### src/rtl/dsp_pkg.sv
// Shared types and elaboration-time helpers for the DSP barrel shifter.
package dsp_pkg;

   typedef enum logic [1:0] {
      ASL = 2'b00,
      LSL = 2'b01,
      ASR = 2'b10,
      ROL = 2'b11
   } shmode_t;

   // ceil(log2(n)), never below 1, so a shift-amount field always has at least one bit
   function automatic int unsigned clog2(input int unsigned n);
      int unsigned r;
      r = 0;
      for (int unsigned i = 0; i < 32; i++) begin
         if ((64'd1 << i) < 64'(n)) r = i + 1;
      end
      return (r == 0) ? 1 : r;
   endfunction

   // pipeline stage that hosts mux level k
   function automatic int unsigned stage_of(input int unsigned k, input int unsigned pipe,
                                            input int unsigned shw);
      return (k * pipe) / shw;
   endfunction

   // highest mux level placed in stage s; its output feeds that stage's register
   function automatic int unsigned last_level(input int unsigned s, input int unsigned pipe,
                                              input int unsigned shw);
      int unsigned last;
      last = 0;
      for (int unsigned k = 0; k < shw; k++) begin
         if (stage_of(k, pipe, shw) == s) last = k;
      end
      return last;
   endfunction

endpackage

### src/rtl/pipe_barrel_shift_level.sv
// One combinational mux level of the barrel shifter: shifts by 2^K when sh_bit is set.
module shift_level
   import dsp_pkg::*;
#(
   parameter int unsigned OW = 32,
   parameter int unsigned W  = 16,
   parameter int unsigned K  = 0
) (
   input  logic [OW-1:0] data_in,
   input  logic          sh_bit,
   input  shmode_t       mode,
   output logic [OW-1:0] data_out
);

   localparam int unsigned S = 1 << K;

   logic [W-1:0] lo;
   logic [W-1:0] rot;

   // rotate only ever touches the low W bits; the upper half stays zero in ROL mode
   always_comb begin
      lo  = data_in[W-1:0];
      rot = (lo << S) | (lo >> (W - S));
   end

   // select the shifted value for the current mode, or pass through when the bit is clear
   always_comb begin
      data_out = data_in;
      if (sh_bit) begin
         unique case (mode)
            ASL, LSL: data_out = data_in << S;
            ASR:      data_out = $signed(data_in) >>> S;
            ROL:      data_out = {{(OW-W){1'b0}}, rot};
            default:  data_out = data_in;
         endcase
      end
   end

endmodule

### src/rtl/pipe_barrel.sv
// Pipelined barrel shifter: SHW mux levels spread over PIPE register stages, global stall.
module pipe_barrel
   import dsp_pkg::*;
#(
   parameter  int unsigned W    = 16,
   parameter  int unsigned PIPE = 2,
   localparam int unsigned SHW  = clog2(W),
   localparam int unsigned OW   = 2 * W
) (
   input  logic           clk,
   input  logic           rst_n,
   input  logic           in_valid,
   output logic           in_ready,
   input  logic [W-1:0]   in_data,
   input  logic [SHW-1:0] in_sh,
   input  logic [1:0]     in_mode,
   output logic           out_valid,
   input  logic           out_ready,
   output logic [OW-1:0]  out_data
);

   logic            advance;
   logic [OW-1:0]   ext;

   // stage registers
   logic [OW-1:0]   data_q  [PIPE];
   logic [SHW-1:0]  sh_q    [PIPE];
   shmode_t         mode_q  [PIPE];
   logic [PIPE-1:0] valid_q;

   // stage register inputs
   logic [OW-1:0]   data_d  [PIPE];
   logic [SHW-1:0]  sh_d    [PIPE];
   shmode_t         mode_d  [PIPE];
   logic [PIPE-1:0] valid_d;

   // mux level inputs/outputs
   logic [OW-1:0]   lvl_in   [SHW];
   logic [OW-1:0]   lvl_out  [SHW];
   logic [SHW-1:0]  lvl_sh   [SHW];
   shmode_t         lvl_mode [SHW];

   assign out_valid = valid_q[PIPE-1];
   assign out_data  = data_q[PIPE-1];
   assign advance   = !(out_valid && !out_ready);
   assign in_ready  = advance;

   // sign-extend for the arithmetic modes, zero-extend for logical shift and rotate
   always_comb begin
      if (shmode_t'(in_mode) == ASL || shmode_t'(in_mode) == ASR) begin
         ext = {{W{in_data[W-1]}}, in_data};
      end else begin
         ext = {{W{1'b0}}, in_data};
      end
   end

   // each level takes its operand from the input, the previous stage register,
   // or the previous level when both levels share a stage
   for (genvar k = 0; k < SHW; k++) begin : g_level
      localparam int unsigned S = stage_of(k, PIPE, SHW);
      if (k == 0) begin : g_head
         assign lvl_in[k]   = ext;
         assign lvl_sh[k]   = in_sh;
         assign lvl_mode[k] = shmode_t'(in_mode);
      end else if (S != stage_of(k - 1, PIPE, SHW)) begin : g_reg
         assign lvl_in[k]   = data_q[S-1];
         assign lvl_sh[k]   = sh_q[S-1];
         assign lvl_mode[k] = mode_q[S-1];
      end else begin : g_chain
         assign lvl_in[k]   = lvl_out[k-1];
         assign lvl_sh[k]   = lvl_sh[k-1];
         assign lvl_mode[k] = lvl_mode[k-1];
      end

      shift_level #(
         .OW (OW),
         .W  (W),
         .K  (k)
      ) u_level (
         .data_in  (lvl_in[k]),
         .sh_bit   (lvl_sh[k][k]),
         .mode     (lvl_mode[k]),
         .data_out (lvl_out[k])
      );
   end

   // each stage register captures the output of the last level placed in that stage
   for (genvar s = 0; s < PIPE; s++) begin : g_stage
      localparam int unsigned L = last_level(s, PIPE, SHW);
      assign data_d[s] = lvl_out[L];
      assign sh_d[s]   = lvl_sh[L];
      assign mode_d[s] = lvl_mode[L];
      if (s == 0) begin : g_v0
         assign valid_d[s] = in_valid;
      end else begin : g_vn
         assign valid_d[s] = valid_q[s-1];
      end
   end

   // all stages move together on advance; a held output freezes the whole pipe
   always_ff @(posedge clk or negedge rst_n) begin
      if (!rst_n) begin
         valid_q <= '0;
         for (int unsigned s = 0; s < PIPE; s++) begin
            data_q[s] <= '0;
            sh_q[s]   <= '0;
            mode_q[s] <= ASL;
         end
      end else if (advance) begin
         valid_q <= valid_d;
         for (int unsigned s = 0; s < PIPE; s++) begin
            data_q[s] <= data_d[s];
            sh_q[s]   <= sh_d[s];
            mode_q[s] <= mode_d[s];
         end
      end
   end

endmodule

### config.mk
export PLATFORM = sky130hd
export DESIGN_NAME = pipe_barrel
export DESIGN_NICKNAME = d
export VERILOG_FILES = /design/src/rtl/dsp_pkg.sv /design/src/rtl/pipe_barrel_shift_level.sv /design/src/rtl/pipe_barrel.sv
export SDC_FILE = /design/constraint.sdc
export NUM_CORES = 1
export LEC_CHECK = 0
export CAP_MARGIN = 25
export CORE_ASPECT_RATIO = 0.6
export CORE_MARGIN = 2
export CORE_UTILIZATION = 45
export CTS_CLUSTER_DIAMETER = 30
export DETAILED_ROUTE_END_ITERATION = 7
export PLACE_DENSITY = 0.71
export RECOVER_POWER = 50
export SLEW_MARGIN = 40
export SYNTH_ARGS = -nofsm -noshare
export SYNTH_HDL_FRONTEND = slang
export SYNTH_SLANG_ARGS = --single-unit
### constraint.sdc
create_clock -name clk -period 1.5 [get_ports clk]
set_clock_uncertainty 0.05 [all_clocks]
set_input_delay 0.3 -clock clk [delete_from_list [all_inputs] [get_ports clk]]
set_output_delay 0.3 -clock clk [all_outputs]
set_load 0.005 [all_outputs]
==> results.md, run 1 <==
* TNS Setup at -0.4733 ns
* Synth Area in Adders at 0%
* Die Y at between 70 and 80 um
* Clk sinks at 58
* Ys Warns at 0
* Largest net degree at the start of global routing at a little under 60
* Final number of setup-violating endpoints at 17
* First-pass GRT wire length at 22650 um
* Ant diodes at 0
* Starting Density at 46.02%
* Netlist cell types at 52
* Cell area after placement at about 0.0052 mm2
* Fillers at 773
* WP data required at 1.67 ns
* Pins Over Slew Limit at 0
* Tot Pwr at 7440 uW
* Layout cells sized above 1 at 30.34%
* Most common cell after layout, fill and taps aside: buf_4
* FF-to-FF setup slack at -0.09 ns
* Antenna Nets Post-Route at 0
* Vias/cell at 6.155
* Pwr/cell area at 1228 mW/mm2
* Total GRT Usage at slightly below 30%
* Highest net fanout along the worst path at 8
* Outcome: finished with violations
* Reg2reg start: lvl_sh[2]
* Vias in the first global route at 4060
* Hold crit path type: flop to flop
* Final wirelength at 15120 um
* Comb pwr share at between 30% and 40%
* Commonest non-fill, non-tap cells in the layout: buf_4, nand2_1, dfrtp_1
* Setup crit start kind: flop
* Gp weighted congestion at roughly 1
* Clock share of power at 31.8%
* Number of synthesized flops with an enable pin at 0
* Hold Vio Cnt, Final at 0
* Xor/xnor share of the synthesized area at 0%
* Post-synthesis mux area share at between 5 and 6%
* Storage cell area at ~0.0015 mm2
* Global route overflow at 0
* Yosys reg bits at 58
* Crit path from: lvl_sh[2]
* # IOs at 60
* Pint at 4998 uW
* Cells after synthesis at 501
* Failing checks: setup timing
* Post-DP HPWL at 10410 um
* R2R cell count at 4
* CTS Buf Count at 9
* Drt drc at 0
* Vias at 4487
* Max-Cap Viols at 0
* Fin Hold WS at roughly 0.42 ns
* DIE AREA at 0.01014 mm2
* Final worst slack at -0.08608 ns
* Max Clock Freq at 630.5 MHz
* Skew-Pair Late Insertion Delay at 0.34 ns
* Fin area at between 0.006 and 0.007 mm2
* Critical Path AT at 1.76 ns
* Row count at 27
* Fin crit share at 105.7%
* Synthesized area at 0.004198 mm2
* H-tree Lvls at 3
* Antenna violations before repair at 0
* Post-Syn Area per Cell at 8.379 um2
* Area growth syn-to-layout at 44.35%
* Ys async rst share at 100.0%
* WL per Instance at 20.74 um
* Sequential Power Share at 30.1%
* First-pass DRT Iterations at 5
* Max VDD drop at between 0.7 and 0.8 mV
* Synth Flop Type: dfrtp_1
* Worst Tran Pin Value at 0.8211 ns
* Unrepaired setup endpoints after global routing: true
* Worst setup EP type: flop
* Type of the worst setup path: flop to flop
* R2r endpoint: out_data[7]
* First-iteration detailed-routing DRC count at between 500 and 600
* Core box area at between 0.009 and 0.01 mm2
* Synthesized Nets at 527
* Area of the multi-input gates at ~0.0025 mm2
* Compound-Gate Fraction of Synth Area at 28.76%
* Worst-path clk slew at 0.05 ns
* CTS root buf: clkbuf_16
* Final #Nets at 634
* Clock tree from TritonCTS: built
* Port Buf Inserts at between 50 and 60
* Final min period at about 1.6 ns
* Net switching power figure at 2442 uW
* Sequential fraction of the synthesis area at between 30% and 40%
* Cell leakage power at 0.002743 uW
* Synth Area in Simple Gates at about a fifth
* Main combinational cell family by area after synthesis: compound AO/OA/AOI/OAI gates
* Max_slew headroom at between 40% and 50%
* CTS Buffer Depth at 2
* Die width at around 130 um
* Worst Setup EP: out_data[7]
* Sw frac at 32.82%
==> layout make-up <==
type | count | share of cell area (%)
multi-input combinational | 360 | 40.80
timing repair buffer | 173 | 26.86
sequential | 58 | 24.01
clock buffer | 11 | 3.841
tap | 116 | 2.395
clock inverter | 5 | 1.693
inverter | 6 | 0.3923
==> power by group through the flow <==
stage / combinational (uW) / clock (uW) / sequential, uW
6_report: 2840 / 2360 / 2240
3_3_place_gp: 2440 / 0 / 2230
5_1_grt: 3040 / 2430 / 2280
2_1_floorplan: 1550 / 0 / 2130
3_5_place_dp: 2470 / 0 / 2250
4_1_cts: 2550 / 2380 / 2210
==> worst max-delay path, stage by stage, from the launching register on <==
cell      delay, ns
dfrtp_2        0.51
clkinv_2       0.24
a221oi_4       0.28
nor2_2         0.10
a221o_1        0.29
==> cells in the mapped netlist, types with 16 or more instances <==
| library cell | number | share of area [%] |
|---|---|---|
| nand2b_1 | 17 | 2.5 |
| o21ai_0 | 17 | 2.0 |
| buf_4 | 36 | 6.4 |
| nor2_1 | 34 | 3.0 |
| dfrtp_1 | 58 | 35 |
| o22a_1 | 19 | 4.0 |
| nand2_1 | 68 | 6.1 |
| clkbuf_1 | 18 | 1.6 |
| o22ai_1 | 16 | 2.4 |
| buf_2 | 18 | 2.1 |
| mux2i_1 | 21 | 5.0 |
| a21oi_1 | 40 | 4.8 |
==> state kept, by name, indices dropped and copies added (netlist names) <==
register and count:
out_data 32, lvl_sh 2, valid_q 2, lvl_mode 2
data_q 20
==> through the flow <==
stage | instances | utilization [%] | setup slack (ns)
final | 729 | 66.43 | -0.08608
after detailed placement | 682 | 56.91 | -0.5441
after CTS | 723 | 63.22 | -0.05488
after floorplan | 501 | - | -0.01241
after global routing | 729 | 66.43 | -0.1243
after global placement | 682 | 56.91 | -0.4713
==> worst min-delay path by stage <==
stage | slack [ns] | startpoint | to | cells after the start
final | 0.42 | out_data[31] | out_data[31] | 2
after global routing | 0.46 | valid_q[0] | valid_q[0] | 2
after CTS | 0.42 | out_data[31] | out_data[31] | 2
after detailed placement | 0.28 | rst_n | data_q[42] | 2
after global placement | 0.27 | rst_n | data_q[42] | 2
after floorplan | -0.05 | rst_n | data_q[32] | 0
==> what timing repair did <==
| action | CTS | global route |
|---|---|---|
| gates resized for setup | 65 | 51 |
| gates cloned | 1 | 5 |
| setup buffers | 23 | 1 |
| hold buffers | 1 | 0 |
| endpoints found under the hold margin | 58 | 0 |
| pin swaps | 10 | 15 |
| setup endpoints to repair | 78 | 47 |
==> cells by family (layout without fill, tap and decap cells) <==
| group | after synthesis | in the layout |
|---|---|---|
| and+or+nand+nor | 166 | 166 |
| muxes | 23 | 23 |
| AOI/OAI and AO/OA | 171 | 171 |
| DFF | 58 | 58 |
| buffers and inverters | 83 | 195 |
==> per-layer routing <==
layer / wire [um] / GRT usage (%) / vias to the layer above / share of wire, %
met5: 0 / 0 / - / 0
met4: 133 / 6.087 / 0 / 0.88
met3: 1548 / 6.469 / 14 / 10
met2: 6348 / 40.37 / 272 / 42
met1: 7085 / 46.41 / 2169 / 47
li1: - / - / 2032 / -
Power figures use the tool's default switching activity.
==> inputs of run 2 (changes only) <==
--- a/config.mk
+++ b/config.mk
@@ -17,3 +17,4 @@
 export SYNTH_ARGS = -nofsm -noshare
 export SYNTH_HDL_FRONTEND = slang
 export SYNTH_SLANG_ARGS = --single-unit
+export TNS_END_PERCENT = 10
==> run 2 against run 1 <==
  * The run still ends with setup timing left
  * Core utilization fell by 3.3 points
  * Worst setup slack gained 0.024 ns
  * Design area shrank 5.0%
  * Highest routed layer unchanged
==> results.md, run 2 (synthesis results as in run 1) <==
* Outcome: finished with violations (unchanged)
* Failing checks: setup timing (unchanged)
* CP bufs+invs at 2 (was 1)
* Final #Nets at 619 (was 634)
* Clock tree from TritonCTS: built (unchanged)
* Gp weighted congestion at 1.006 (unchanged)
* Fillers at 803 (was 773)
* DR WL met2 at 5782 um (was 6348 um)
* Post-Place Setup Slack at -0.5441 ns (unchanged)
* Worst setup EP type: flop (unchanged)
* Global route overflow at 0 (unchanged)
* Final wirelength at 14290 um (was 15120 um)
* WP data required at 1.67 ns (about the same)
* Tot Pwr at 7119 uW (was 7440 uW)
* Max VDD drop at 0.7793 mV (was 0.7785 mV)
* First-pass DRT Iterations at 4 (was 5)
* Row count at 27 (unchanged)
* Post-DP HPWL at 10410 um (unchanged)
* Cell area after placement at 0.005191 mm2 (unchanged)
* Setup crit start kind: flop (unchanged)
* Layout cells sized above 1 at 25.08% (was 30.34%)
* Clk sinks at 58 (unchanged)
* Antenna violations before repair at 0 (unchanged)
* Most common cell after layout, fill and taps aside: buf_4 (unchanged)
* Most used cell, CP: buf_4
* Commonest non-fill, non-tap cells in the layout: buf_4, nand2_1, dfrtp_1 (unchanged)
* Crit path max-delay family: flip-flops (was compound AO/OA/AOI/OAI gates)
* Pins Over Slew Limit at 0 (unchanged)
* Critical Path AT at 1.73 ns (was 1.76 ns)
* CTS Buf Count at 9 (unchanged)
* Hold crit path type: flop to flop (unchanged)
* CP max stage cell: dfrtp_2 (unchanged)
* Max-Cap Viols at 0 (unchanged)
* Max Clock Freq at 640.1 MHz (was 630.5 MHz)
* Final min period at 1.562 ns (was 1.586 ns)
* Cell leakage power at 0.002616 uW (was 0.002743 uW)
* Port Buf Inserts at 59 (unchanged)
* Worst-path clk slew at 0.05 ns (about the same)
* Hold Vio Cnt, Final at 0 (unchanged)
* Drt drc at 0 (unchanged)
* Skew-Pair Late Insertion Delay at 0.34 ns (about the same)
* Largest net degree at the start of global routing at 59 (unchanged)
* Total GRT Usage at 29.13% (was 29.37%)
* Max FFs per register at 32 (unchanged)
* Starting Density at 46.02% (unchanged)
* Fin area at 0.005757 mm2 (was 0.006060 mm2)
* DIE AREA at 0.01014 mm2 (unchanged)
* Met3 routed wirelength at 1433 um (was 1548 um)
* Antenna Nets Post-Route at 0 (unchanged)
* Vias at 4371 (was 4487)
* H-tree Lvls at 3 (unchanged)
* WL per Instance at 20.01 um (was 20.74 um)
* Vias/cell at 6.122 (was 6.155)
* Max_slew headroom at 44.42% (was 45.26%)
* Top Layer Used: met4 (unchanged)
* Die width at 128.7 um (unchanged)
* Final worst slack at -0.06225 ns (was -0.08608 ns)
* Fin Hold WS at 0.4212 ns (was 0.4213 ns)
* Type of the worst setup path: flop to flop (unchanged)
* Final number of setup-violating endpoints at 7 (was 17)
* Ant diodes at 0 (unchanged)
* Core box area at 0.009121 mm2 (unchanged)
* Die Y at 78.82 um (unchanged)
* First-pass GRT wire length at 22410 um (was 22650 um)
* Slowest stage delay, CP at 0.45 ns (was 0.51 ns)
* CTS Buffer Depth at 2 (unchanged)
* First-iteration detailed-routing DRC count at 531 (was 505)
* Area growth syn-to-layout at 37.14% (was 44.35%)
* Crit-path cells: buf_4, buf_4, and3_1, a221o_1 (was clkinv_2, a221oi_4, nor2_2, a221o_1)
* Highest net fanout along the worst path at 8 (unchanged)
* # IOs at 60 (unchanged)
* Fin crit share at 104.1% (was 105.7%)
* Unrepaired setup endpoints after global routing: true (unchanged)
* Pwr/cell area at 1237 mW/mm2 (was 1228 mW/mm2)
* Metal-1 WL at 6934 um (was 7085 um)
* Vias in the first global route at 3984 (was 4060)
* CTS root buf: clkbuf_16 (unchanged)
* Worst Tran Pin Value at 0.8338 ns (was 0.8211 ns)
-- run 2: cell count changes in the layout (fill, tap and decap cells not counted), sizes merged --
cell    delta
buf        -9
clkbuf     -6
-- run 2: final cells by class --
| class | count | area [um2] | share of cell area [%] |
|---|---|---|---|
| clock buffers | 11 | 232.7 | 4.043 |
| clock inverters | 5 | 102.6 | 1.782 |
| inverters | 6 | 23.77 | 0.4130 |
| multi-input cells | 360 | 2375 | 41.25 |
| flip-flops and latches | 58 | 1454 | 25.26 |
| well taps | 116 | 145.1 | 2.521 |
| repair buffers | 158 | 1424 | 24.73 |
-- run 2: through the flow --
stage,utilization (%),setup TNS [ns],instances
3_3_place_gp,56.91,-13.88,682
2_1_floorplan,-,-0.01241,501
5_1_grt,63.11,-1.102,714
3_5_place_dp,56.91,-14.86,682
4_1_cts,62.04,-0.2374,713
6_report,63.11,-0.3222,714
-- run 2: worst paths after layout --
| kind | startpoint | end | slack [ns] | cells after the start |
|---|---|---|---|---|
| worst max-delay path | lvl_mode[1] | out_data[3] | -0.06 | 4 |
| min in group asynchronous | rst_n | data_q[42] | 0.66 | 3 |
| worst min-delay path | out_data[31] | out_data[31] | 0.42 | 2 |
| worst max register to register | lvl_mode[1] | out_data[3] | -0.06 | 4 |
| max in group asynchronous | rst_n | lvl_mode[0] | 0.16 | 3 |
| worst min register to register | out_data[31] | out_data[31] | 0.42 | 2 |
-- run 2: layer usage --
layer | up-vias | global-route usage (%)
met4 | 0 | 6.413
met3 | 12 | 6.065
li1 | 2006 | -
met5 | - | 0
met2 | 238 | 39.15
met1 | 2115 | 46.79
-- run 2: power by group --
part	total (uW)	internal, uW	switching (uW)
Combinational	2540	1270	1270
Clock	2360	1620	742
Sequential	2220	1920	305
-- run 2: worst reg2reg max path, cell delays in order (launching register included) --
cell and delay, ns:
dfrtp_2 0.45, buf_4 0.19, buf_4 0.17, and3_1 0.24
a221o_1 0.35
-- run 2: repair_timing --
action,CTS,global route
endpoints found under the hold margin,58,0
pin swaps,7,8
hold buffers,1,0
buffers inserted,13,1
gates resized for setup,60,30
endpoints found under the setup margin,78,46
cloned,1,0
